<file path="config.mk">
export PLATFORM = sky130hd
export DESIGN_NAME = fp16_add
export DESIGN_NICKNAME = d
export VERILOG_FILES = /design/src/rtl/fp16_add.sv
export SDC_FILE = /design/constraint.sdc
export NUM_CORES = 1
export LEC_CHECK = 0
export ABC_CLOCK_PERIOD_IN_PS = 800
export CAP_MARGIN = 15
export CORE_MARGIN = 5
export CORE_UTILIZATION = 54
export DETAILED_ROUTE_END_ITERATION = 12
export PLACE_DENSITY = 0.8
export SKIP_LAST_GASP = 1
export SLEW_MARGIN = 10
export SYNTH_ARGS = -nofsm -noshare
export SYNTH_HDL_FRONTEND = slang
export SYNTH_SLANG_ARGS = --single-unit
</file>
<file path="constraint.sdc">
create_clock -name CLK -period 0.8 [get_ports CLK]
set_input_delay 0.16 -clock CLK [delete_from_list [all_inputs] [get_ports CLK]]
set_output_delay 0.16 -clock CLK [all_outputs]
set_load 0.05 [all_outputs]
</file>
<file path="src/rtl/fp16_add.sv">
// fp16_add: registered binary16 adder with truncation, DAZ/FTZ and saturation to infinity.
// Define FP16_ADD_RNE_EN to keep guard/round/sticky bits and round to nearest, ties-to-even.
module fp16_add (
  input  logic        CLK,
  input  logic        RSTn,
  input  logic [15:0] OP1_i,
  input  logic [15:0] OP2_i,
  output logic [15:0] ADD_o
);

`ifdef FP16_ADD_RNE_EN
  localparam int XB = 3;
`else
  localparam int XB = 0;
`endif
  localparam int MW = 11 + XB;

  logic [15:0]       add_d, add_q;
  logic [15:0]       opBig, opSml;
  logic [4:0]        expDiff;
  logic [MW-1:0]     sigBig, sigSml, diffVal, mant;
  logic [MW:0]       sumWide;
  logic [3:0]        lzc;
  logic signed [6:0] expRes, expRnd;
  logic [9:0]        fracRes;
  logic              nan1, nan2, inf1, inf2, zero1, zero2;

  assign nan1  = (&OP1_i[14:10]) & (|OP1_i[9:0]);
  assign nan2  = (&OP2_i[14:10]) & (|OP2_i[9:0]);
  assign inf1  = (&OP1_i[14:10]) & ~(|OP1_i[9:0]);
  assign inf2  = (&OP2_i[14:10]) & ~(|OP2_i[9:0]);
  assign zero1 = ~(|OP1_i[14:10]);
  assign zero2 = ~(|OP2_i[14:10]);

  always_comb begin
    if (OP1_i[14:0] >= OP2_i[14:0]) begin
      opBig = OP1_i;
      opSml = OP2_i;
    end else begin
      opBig = OP2_i;
      opSml = OP1_i;
    end
    expDiff = opBig[14:10] - opSml[14:10];
    sigBig  = MW'({1'b1, opBig[9:0]}) << XB;
  end

`ifdef FP16_ADD_RNE_EN
  logic [34:0] wideSml;
  // Everything shifted past the round bit collapses into the sticky LSB.
  always_comb begin
    wideSml = {1'b1, opSml[9:0], 24'd0} >> expDiff;
    sigSml  = {wideSml[34:22], |wideSml[21:0]};
  end
`else
  assign sigSml = (MW'({1'b1, opSml[9:0]}) << XB) >> expDiff;
`endif

  always_comb begin
    sumWide = {1'b0, sigBig} + {1'b0, sigSml};
    diffVal = sigBig - sigSml;
    lzc     = '0;
    for (int i = 0; i < MW; i++)
      if (diffVal[i]) lzc = 4'(MW - 1 - i);
    if (opBig[15] == opSml[15]) begin
      if (sumWide[MW]) begin
        mant = sumWide[MW:1];
`ifdef FP16_ADD_RNE_EN
        mant[0] = sumWide[1] | sumWide[0];
`endif
        expRes = $signed({2'b00, opBig[14:10]}) + 7'sd1;
      end else begin
        mant   = sumWide[MW-1:0];
        expRes = $signed({2'b00, opBig[14:10]});
      end
    end else begin
      mant   = diffVal << lzc;
      expRes = $signed({2'b00, opBig[14:10]}) - $signed({3'b000, lzc});
    end
  end

`ifdef FP16_ADD_RNE_EN
  logic        roundUp;
  logic [11:0] rounded;
  always_comb begin
    roundUp = mant[2] & (mant[3] | mant[1] | mant[0]);
    rounded = {1'b0, mant[13:3]} + {11'd0, roundUp};
    if (rounded[11]) begin
      fracRes = rounded[10:1];
      expRnd  = expRes + 7'sd1;
    end else begin
      fracRes = rounded[9:0];
      expRnd  = expRes;
    end
  end
`else
  assign fracRes = mant[9:0];
  assign expRnd  = expRes;
`endif

  // A cleared hidden bit after normalisation means exact cancellation.
  always_comb begin
    add_d = 16'h0000;
    if (nan1 || nan2 || (inf1 && inf2 && (OP1_i[15] != OP2_i[15])))
      add_d = 16'h7E00;
    else if (inf1)
      add_d = {OP1_i[15], 15'h7C00};
    else if (inf2)
      add_d = {OP2_i[15], 15'h7C00};
    else if (zero1)
      add_d = zero2 ? 16'h0000 : OP2_i;
    else if (zero2)
      add_d = OP1_i;
    else if (!mant[MW-1])
      add_d = 16'h0000;
    else if (expRnd >= 7'sd31)
      add_d = {opBig[15], 15'h7C00};
    else if (expRnd <= 7'sd0)
      add_d = 16'h0000;
    else
      add_d = {opBig[15], expRnd[4:0], fracRes};
  end

  always_ff @(posedge CLK or negedge RSTn) begin
    if (!RSTn) add_q <= 16'h0000;
    else       add_q <= add_d;
  end

  assign ADD_o = add_q;

endmodule

</file>
==> results of run 1 <==
==> metrics by stage <==
stage	area [sq um]	utilization	hold slack [ps]
floorplan	4980	-	-136
global placement	7320	0.887	510
detailed placement	7320	0.887	539
CTS	7880	0.954	266
==> logic make-up after synthesis <==
group           Yosys count  share of synthesized area
xor+xnor                 21                     0.0401
fa+ha+maj                44                      0.125
mux                      38                     0.0873
compound gates          219                      0.344
flops                    16                     0.0873
simple gates            224                      0.245
buf+inv                  80                     0.0704
==> repair_timing <==
item                       CTS
pin swaps                   53
gates resized for setup    149
buffers inserted            24
setup endpoints to repair   32
hold buffers                 0
==> routing by layer <==
layer	track usage	overflow
met2	0.854	6
met1	0.652	0
met3	0.528	0
met4	0.733	7
met5	0.106	0
==> qor.txt, run 1 <==
======================================================================================
Outcome                                                                   stopped before the end
Last stage reached                                                        global routing
First error line in the log                                               [ERROR GRT-0116] Global routing finished with congestion. Check the congestion regions in the DRC Viewer.
Max H-tree Level                                                                     1
Portion of synthesized cell area occupied by the leading cell type               0.112
DIE WIDTH                                                                  102 microns
Synthesized Nets                                                                   720
Buffer cell driving the clock tree root                                   sky130_fd_sc_hd__clkbuf_8
Count of boundary I/O pins                                                          50
Synth warnings                                                                       0
Flip-flop and latch count after synthesis                                           16
Number of unique standard cell types used by synthesis                              86
Wire length of the first global-routing pass                              53400 microns
Per-instance average area after synthesis                                   7.14 sq um
Cell count after synthesis                                                         642
Async set-reset flop share out of synthesis                                       1.00
Pin count of the biggest net entering global routing                                24
Count of placed standard cells including taps                                     1001
Most frequent cells after synthesis                                       71 x sky130_fd_sc_hd__nor2_1, 52 x sky130_fd_sc_hd__inv_1, 51 x sky130_fd_sc_hd__a21oi_1, 49 x sky130_fd_sc_hd__nand2_1, 41 x sky130_fd_sc_hd__ha_1
Clock buffers created by TritonCTS                                                   3
Number of enable flip-flop cells after synthesis                                     0
Setup slack after placement                                                   -6950 ps
Cell type with the largest total area after synthesis                     sky130_fd_sc_hd__ha_1
Maximum root-to-sink buffer count                                                    2
Library cell with the highest instance count after synthesis              sky130_fd_sc_hd__nor2_1
Placement Rows                                                                      33
Fraction of the yosys area taken by sequential cells                            0.0873
Vias in the first global route                                                    9098
Most used flip-flop cell after synthesis                                  sky130_fd_sc_hd__dfrtp_1
Weighted congestion reported at the end of routability-driven placement           1.06
Count of input and output buffers                                                   49
Starting Density                                                                 0.555
Global-route usage over all layers                                               0.679
Netlist Area Pre-Place                                                      4580 sq um
Dominant cells by area after synthesis                                    sky130_fd_sc_hd__ha_1 11%, sky130_fd_sc_hd__dfrtp_1 8.7%, sky130_fd_sc_hd__mux2i_1 7.4%
GRT overflow                                                                        13
DIE HEIGHT                                                                 102 microns
Total number of clock tree sinks                                                    16
Post-detail-place hpwl                                                    18200 microns
======================================================================================
==> run 2: changes to the inputs <==
- ABC_CLOCK_PERIOD_IN_PS: 800 -> 1000
- CORE_UTILIZATION: 54 -> 40
- PLACE_DENSITY: 0.8 -> unset
- PLACE_DENSITY_LB_ADDON: unset -> 0.15
- clock period: 0.8 -> 1 ns (I/O delays scaled with it)
==> qor.txt, run 2 <==
======================================================================================
Syn-to-layout area delta                                                         77.6%
Count of maximum capacitance violations                                              0
Netlist Area Pre-Place                                                      4580 sq um
Async set-reset flop share out of synthesis                                       1.00
Routed WL                                                                 20200 microns
DIE WIDTH                                                                  117 microns
Library cell with the highest instance count after synthesis              sky130_fd_sc_hd__nor2_1
Final Max Tran Viols                                                                 0
Maximum clock frequency                                                      0.152 GHz
Number of antenna repair diodes                                                      0
Element type at the critical path end                                         register
Worst setup slack after layout                                                -5590 ps
Number of unique standard cell types used by synthesis                              86
Leading cell types in the layout, fill and taps excluded                  279 x sky130_fd_sc_hd__buf_4, 62 x sky130_fd_sc_hd__nor2_1, 47 x sky130_fd_sc_hd__nand2_1, 43 x sky130_fd_sc_hd__a21oi_1, 35 x sky130_fd_sc_hd__inv_1
Drt first-iter violations                                                          562
GRT overflow                                                                         0
Routed via count                                                                  6192
Per-instance average area after synthesis                                   7.14 sq um
Count of placed standard cells including taps                                     1054
Cell type with the largest total area after synthesis                     sky130_fd_sc_hd__ha_1
Wire length of the first global-routing pass                              31600 microns
Final sum of negative setup slack                                            -88270 ps
Most frequent CP cell                                                     sky130_fd_sc_hd__buf_4
Post-CTS Hold Fix Bufs                                                               0
Biggest cell delay along the critical path                                      560 ps
Count of boundary I/O pins                                                          50
Wire per inst                                                             18.5 microns
Flip-flop and latch count after synthesis                                           16
Largest voltage drop on the vdd net                                            2.28 mV
Arrival time of data at the critical path endpoint                             6730 ps
Pin count of the biggest net entering global routing                                29
Core area                                                                  11300 sq um
Synthesized Nets                                                                   720
Share of final-layout standard cells stronger than drive strength 1              0.496
Largest fanout of any net on the critical path                                       6
Number of flip-flops under the largest register name                                16
Portion of synthesized cell area occupied by the leading cell type               0.112
Via density per instance                                                          5.67
Critical-path cell with the highest stage delay                           sky130_fd_sc_hd__or4_4
Outcome                                                                   complete, but fails checks
Violated checks                                                           setup timing
Total Power Consumption                                                        17.8 mW
# DRC                                                                                0
Final #Nets                                                                       1029
Synth warnings                                                                       0
Share of the cycle needed by the critical path after routing                      6.59
Initial antenna violation count                                                      0
Weighted congestion reported at the end of routability-driven placement          0.991
Type of the setup path with the least slack                                  in -> reg
Post-detail-place hpwl                                                    16300 microns
Most common cell after layout, fill and taps aside                        sky130_fd_sc_hd__buf_4
Count of input and output buffers                                                   49
Area of the die                                                            13700 sq um
Buffer cell driving the clock tree root                                   sky130_fd_sc_hd__clkbuf_16
LEAKAGE                                                                        3.85 nW
Worst slew pin tran                                                             682 ps
Most frequent cells after synthesis                                       71 x sky130_fd_sc_hd__nor2_1, 52 x sky130_fd_sc_hd__inv_1, 51 x sky130_fd_sc_hd__a21oi_1, 49 x sky130_fd_sc_hd__nand2_1, 41 x sky130_fd_sc_hd__ha_1
DIE HEIGHT                                                                 117 microns
Finished layout cell area                                                   8140 sq um
Vias in the first global route                                                    6183
Min cycle time layout                                                          6590 ps
CTS clock-pin slew for the worst setup and hold paths                            60 ps
Fraction of the yosys area taken by sequential cells                            0.0873
Cell count after synthesis                                                         642
Cell area after placement                                                   7470 sq um
Layout Cells excl Fill                                                            1093
Placement Rows                                                                      39
CP startpoint kind                                                        primary input
Dominant cells by area after synthesis                                    sky130_fd_sc_hd__ha_1 11%, sky130_fd_sc_hd__dfrtp_1 8.7%, sky130_fd_sc_hd__mux2i_1 7.4%
Starting Density                                                                 0.405
Unrepaired setup endpoints after global routing                                    yes
Number of enable flip-flop cells after synthesis                                     0
Post-detailed-route count of antenna-violating nets                                  0
Clock buffers created by TritonCTS                                                   3
Setup slack after placement                                                   -6410 ps
Most used flip-flop cell after synthesis                                  sky130_fd_sc_hd__dfrtp_1
Power density of the placed cells                                         2180 nW/um^2
Clock tree from TritonCTS                                                        built
Hold violation total from the final report                                           0
Data required, critical path                                                   1140 ps
Setup violations, final                                                             27
Hold crit path type                                                        in -> async
Max-slew headroom                                                                0.534
First-pass iteration count of the detailed router                                    6
Maximum root-to-sink buffer count                                                    2
Total number of clock tree sinks                                                    16
Max H-tree Level                                                                     1
Global-route usage over all layers                                               0.290
======================================================================================
==> run 2: final cells by class <==
cell class	instances	area, sq um
tap	143	179
timing repair buffer	330	2670
sequential	16	400
multi-input combinational	546	4560
inverter	54	245
clock buffer	4	88.8
fill	906	3180
==> run 2: critical path, delay by kind of cell <==
family	cells	cell delay [ps]
AO/OA/AOI/OAI	12	2200
adder cells (fa/ha/maj)	4	990
AND/OR/NAND/NOR	10	1760
buffers and inverters	10	1250
XOR/XNOR	2	300
==> run 2: worst max path at each step <==
| stage | cells past startpoint | slack [ps] | start | to |
|---|---|---|---|---|
| 6_report | 38 | -5590 | OP2_i[14] | ADD_o[3] |
| 5_1_grt | 37 | -5970 | OP2_i[8] | ADD_o[15] |
| 4_1_cts | 36 | -5630 | OP2_i[13] | ADD_o[15] |
| 3_5_place_dp | 36 | -6410 | OP2_i[13] | ADD_o[15] |
| 3_3_place_gp | 38 | -6280 | OP2_i[13] | ADD_o[15] |
| 2_1_floorplan | 40 | -6290 | OP2_i[13] | ADD_o[7] |
==> run 2: cells by family (layout without fill, tap and decap cells) <==
kind of cell             after synthesis  after routing  share of synthesized area
AND/OR/NAND/NOR                      224            224                      0.245
flip-flops                            16             16                     0.0873
adder cells (fa/ha/maj)               44             44                      0.125
XOR/XNOR                              21             21                     0.0401
multiplexers                          38             38                     0.0873
AO/OA/AOI/OAI                        219            219                      0.344
buffers and inverters                 80            388                     0.0704
==> run 2: layer usage <==
| metal | track usage | part of all wire |
|---|---|---|
| met3 | 0.0262 | 0.058 |
| met5 | 0 | 0 |
| met2 | 0.493 | 0.48 |
| met4 | 0.0979 | 0.033 |
| met1 | 0.386 | 0.43 |
==> run 2: metrics by stage <==
stage | util | hold slack (ps)
CTS | 0.699 | 289
finish | 0.719 | 277
detailed placement | 0.660 | 546
global placement | 0.660 | 536
global route | 0.719 | 313
floorplan | - | -95.6
==> run 2: what timing repair did <==
action                                  4_1_cts  5_1_grt
pin swaps                                    53       36
endpoints found under the setup margin       26       32
gates resized for setup                     127       76
buffers inserted                             24       15
gates cloned                                  0        0
==> run 2: power by group <==
part / internal [mW] / leakage, nW / switching, mW
Combinational: 7.91 / 3.61 / 7.74
Clock: 0.610 / 0.0442 / 0.288
Sequential: 0.941 / 0.197 / 0.273
Power figures use the tool's default switching activity.
==> run 3: changes to the inputs <==
- CTS_CLUSTER_SIZE: unset -> 25
==> results of run 3 <==
Final layout, timing and power as in run 2 (identical DEF).
==> run 4: changes to the inputs <==
- SETUP_SLACK_MARGIN: unset -> 0.2
==> qor.txt, run 4 (synthesis results as in run 2) <==
======================================================================================
DIE HEIGHT                                                                 117 microns
Maximum clock frequency                                                      0.151 GHz
Vias in the first global route                                                    6238
CTS clock-pin slew for the worst setup and hold paths                            60 ps
Smallest hold slack                                                             276 ps
Min cycle time layout                                                          6640 ps
Routed via count                                                                  6261
Switching Fraction                                                               0.467
Largest fanout of any net on the critical path                                       6
# DRC                                                                                0
Area of combinational cells with multiple inputs                            4550 sq um
Data required, critical path                                                   1140 ps
Post-detailed-route count of antenna-violating nets                                  0
Final #Nets                                                                       1037
Worst setup slack after layout                                                -5640 ps
Most frequent CP cell                                                     sky130_fd_sc_hd__buf_4
Final Max Tran Viols                                                                 0
CP startpoint kind                                                        primary input
DIE WIDTH                                                                  117 microns
Share of power burned in the clock network                                       0.050
Count of maximum capacitance violations                                              0
Hold violation total from the final report                                           0
Number of flip-flops under the largest register name                                16
Setup slack after placement                                                   -6410 ps
Critical-path cell with the highest stage delay                           sky130_fd_sc_hd__or4_4
Type of the setup path with the least slack                                  in -> reg
First-pass iteration count of the detailed router                                    5
Placement Rows                                                                      39
Drt first-iter violations                                                          547
Largest voltage drop on the vdd net                                            2.39 mV
Combinational fraction of design power                                           0.882
Clock buffers created by TritonCTS                                                   3
Global-route usage over all layers                                               0.291
Clock tree from TritonCTS                                                        built
GRT overflow                                                                         0
Pin count of the biggest net entering global routing                                29
Number of antenna repair diodes                                                      0
Cell area after placement                                                   7470 sq um
Violated checks                                                           setup timing
Total internal power                                                           9.51 mW
Worst slew pin tran                                                             696 ps
Max H-tree Level                                                                     1
Wire per inst                                                             18.5 microns
Biggest cell delay along the critical path                                      560 ps
Finished layout cell area                                                   8220 sq um
Reg area                                                                     400 sq um
Outcome                                                                   complete, but fails checks
Share of the cycle needed by the critical path after routing                      6.64
Post-detail-place hpwl                                                    16300 microns
Post-CTS Hold Fix Bufs                                                               0
Filler Cells Inserted                                                              908
Total number of clock tree sinks                                                    16
Element type at the critical path end                                         register
Count of boundary I/O pins                                                          50
Most common cell after layout, fill and taps aside                        sky130_fd_sc_hd__buf_4
LEAKAGE                                                                        3.90 nW
Arrival time of data at the critical path endpoint                             6790 ps
Max-slew headroom                                                                0.524
Count of input and output buffers                                                   49
Area of the die                                                            13700 sq um
Share of total power in sequential cells                                         0.068
Hold crit path type                                                        in -> async
Power density of the placed cells                                         2170 nW/um^2
Weighted congestion reported at the end of routability-driven placement          0.991
Total net switching power                                                      8.32 mW
Core area                                                                  11300 sq um
Setup violations, final                                                             26
Syn-to-layout area delta                                                         79.4%
Share of final-layout standard cells stronger than drive strength 1              0.497
Wire length of the first global-routing pass                              31700 microns
Routed WL                                                                 20300 microns
Maximum root-to-sink buffer count                                                    2
Buffer cell driving the clock tree root                                   sky130_fd_sc_hd__clkbuf_16
Final sum of negative setup slack                                            -89380 ps
Via density per instance                                                          5.69
Unrepaired setup endpoints after global routing                                    yes
Total Power Consumption                                                        17.8 mW
Leading cell types in the layout, fill and taps excluded                  285 x sky130_fd_sc_hd__buf_4, 61 x sky130_fd_sc_hd__nor2_1, 47 x sky130_fd_sc_hd__nand2_1, 45 x sky130_fd_sc_hd__a21oi_1, 35 x sky130_fd_sc_hd__inv_1
Initial antenna violation count                                                      0
Starting Density                                                                 0.405
======================================================================================
[run 4: changes by cell type in the layout (fill, tap and decap cells not counted), sizes merged]
cell | previous run | this run
buf | 312 | 327
clkbuf | 19 | 8
clkdlybuf4s15 | 0 | 3
dlygate4sd2 | 0 | 1
[run 4: final timing paths]
| check | depth (start not counted) | endpoint | slack, ps | startpoint |
|---|---|---|---|---|
| max | 38 | ADD_o[3] | -5640 | OP2_i[13] |
| max in group asynchronous | 2 | ADD_o[2] | 530 | RSTn |
| min in group CLK | 4 | ADD_o[12] | 400 | OP2_i[12] |
| min | 2 | ADD_o[1] | 280 | RSTn |
[run 4: final cells by class]
type | instances | share of cell area
Tap cell | 143 | 0.0218
Clock buffer | 4 | 0.0108
Inverter | 54 | 0.0298
Sequential cell | 16 | 0.0487
Timing Repair Buffer | 338 | 0.335
Multi-Input combinational cell | 546 | 0.553
[run 4: metrics by stage]
step,util,std cells
after CTS,0.700,1084
after global placement,0.660,1054
after global routing,0.726,1101
after detailed placement,0.660,1054
after floorplan,-,642
final,0.726,1101
[run 4: what timing repair did]
item | in CTS | in global routing
setup endpoints to repair | 32 | 32
resized for setup | 149 | 56
pin swaps | 54 | 38
buffers inserted | 26 | 17
hold endpoints to repair | 0 | 0
[run 4: per-layer routing]
metal  GRT usage  vias up  share of wire
li1            -     3013              -
met1       0.384     2961           0.42
met2       0.495      252           0.48
met3      0.0288       35          0.065
met4       0.102        0          0.032
met5           0        -              0
[run 4: power groups by stage]
stage	clock network [mW]	logic [mW]	registers (mW)
6_report	0.899	15.7	1.21
3_3_place_gp	0	13.4	1.21
5_1_grt	0.912	16.6	1.23
3_5_place_dp	0	13.6	1.21
4_1_cts	0.877	14.6	1.21
2_1_floorplan	0	6.49	2.03
[run 4: critical path: cells and delay by family]
family	cells	cell delay, ps
AOI/OAI and AO/OA	13	2470
and+or+nand+nor	9	1710
xor gates and xnor gates	2	240
adders and majority gates	4	980
buffers and inverters	10	1180
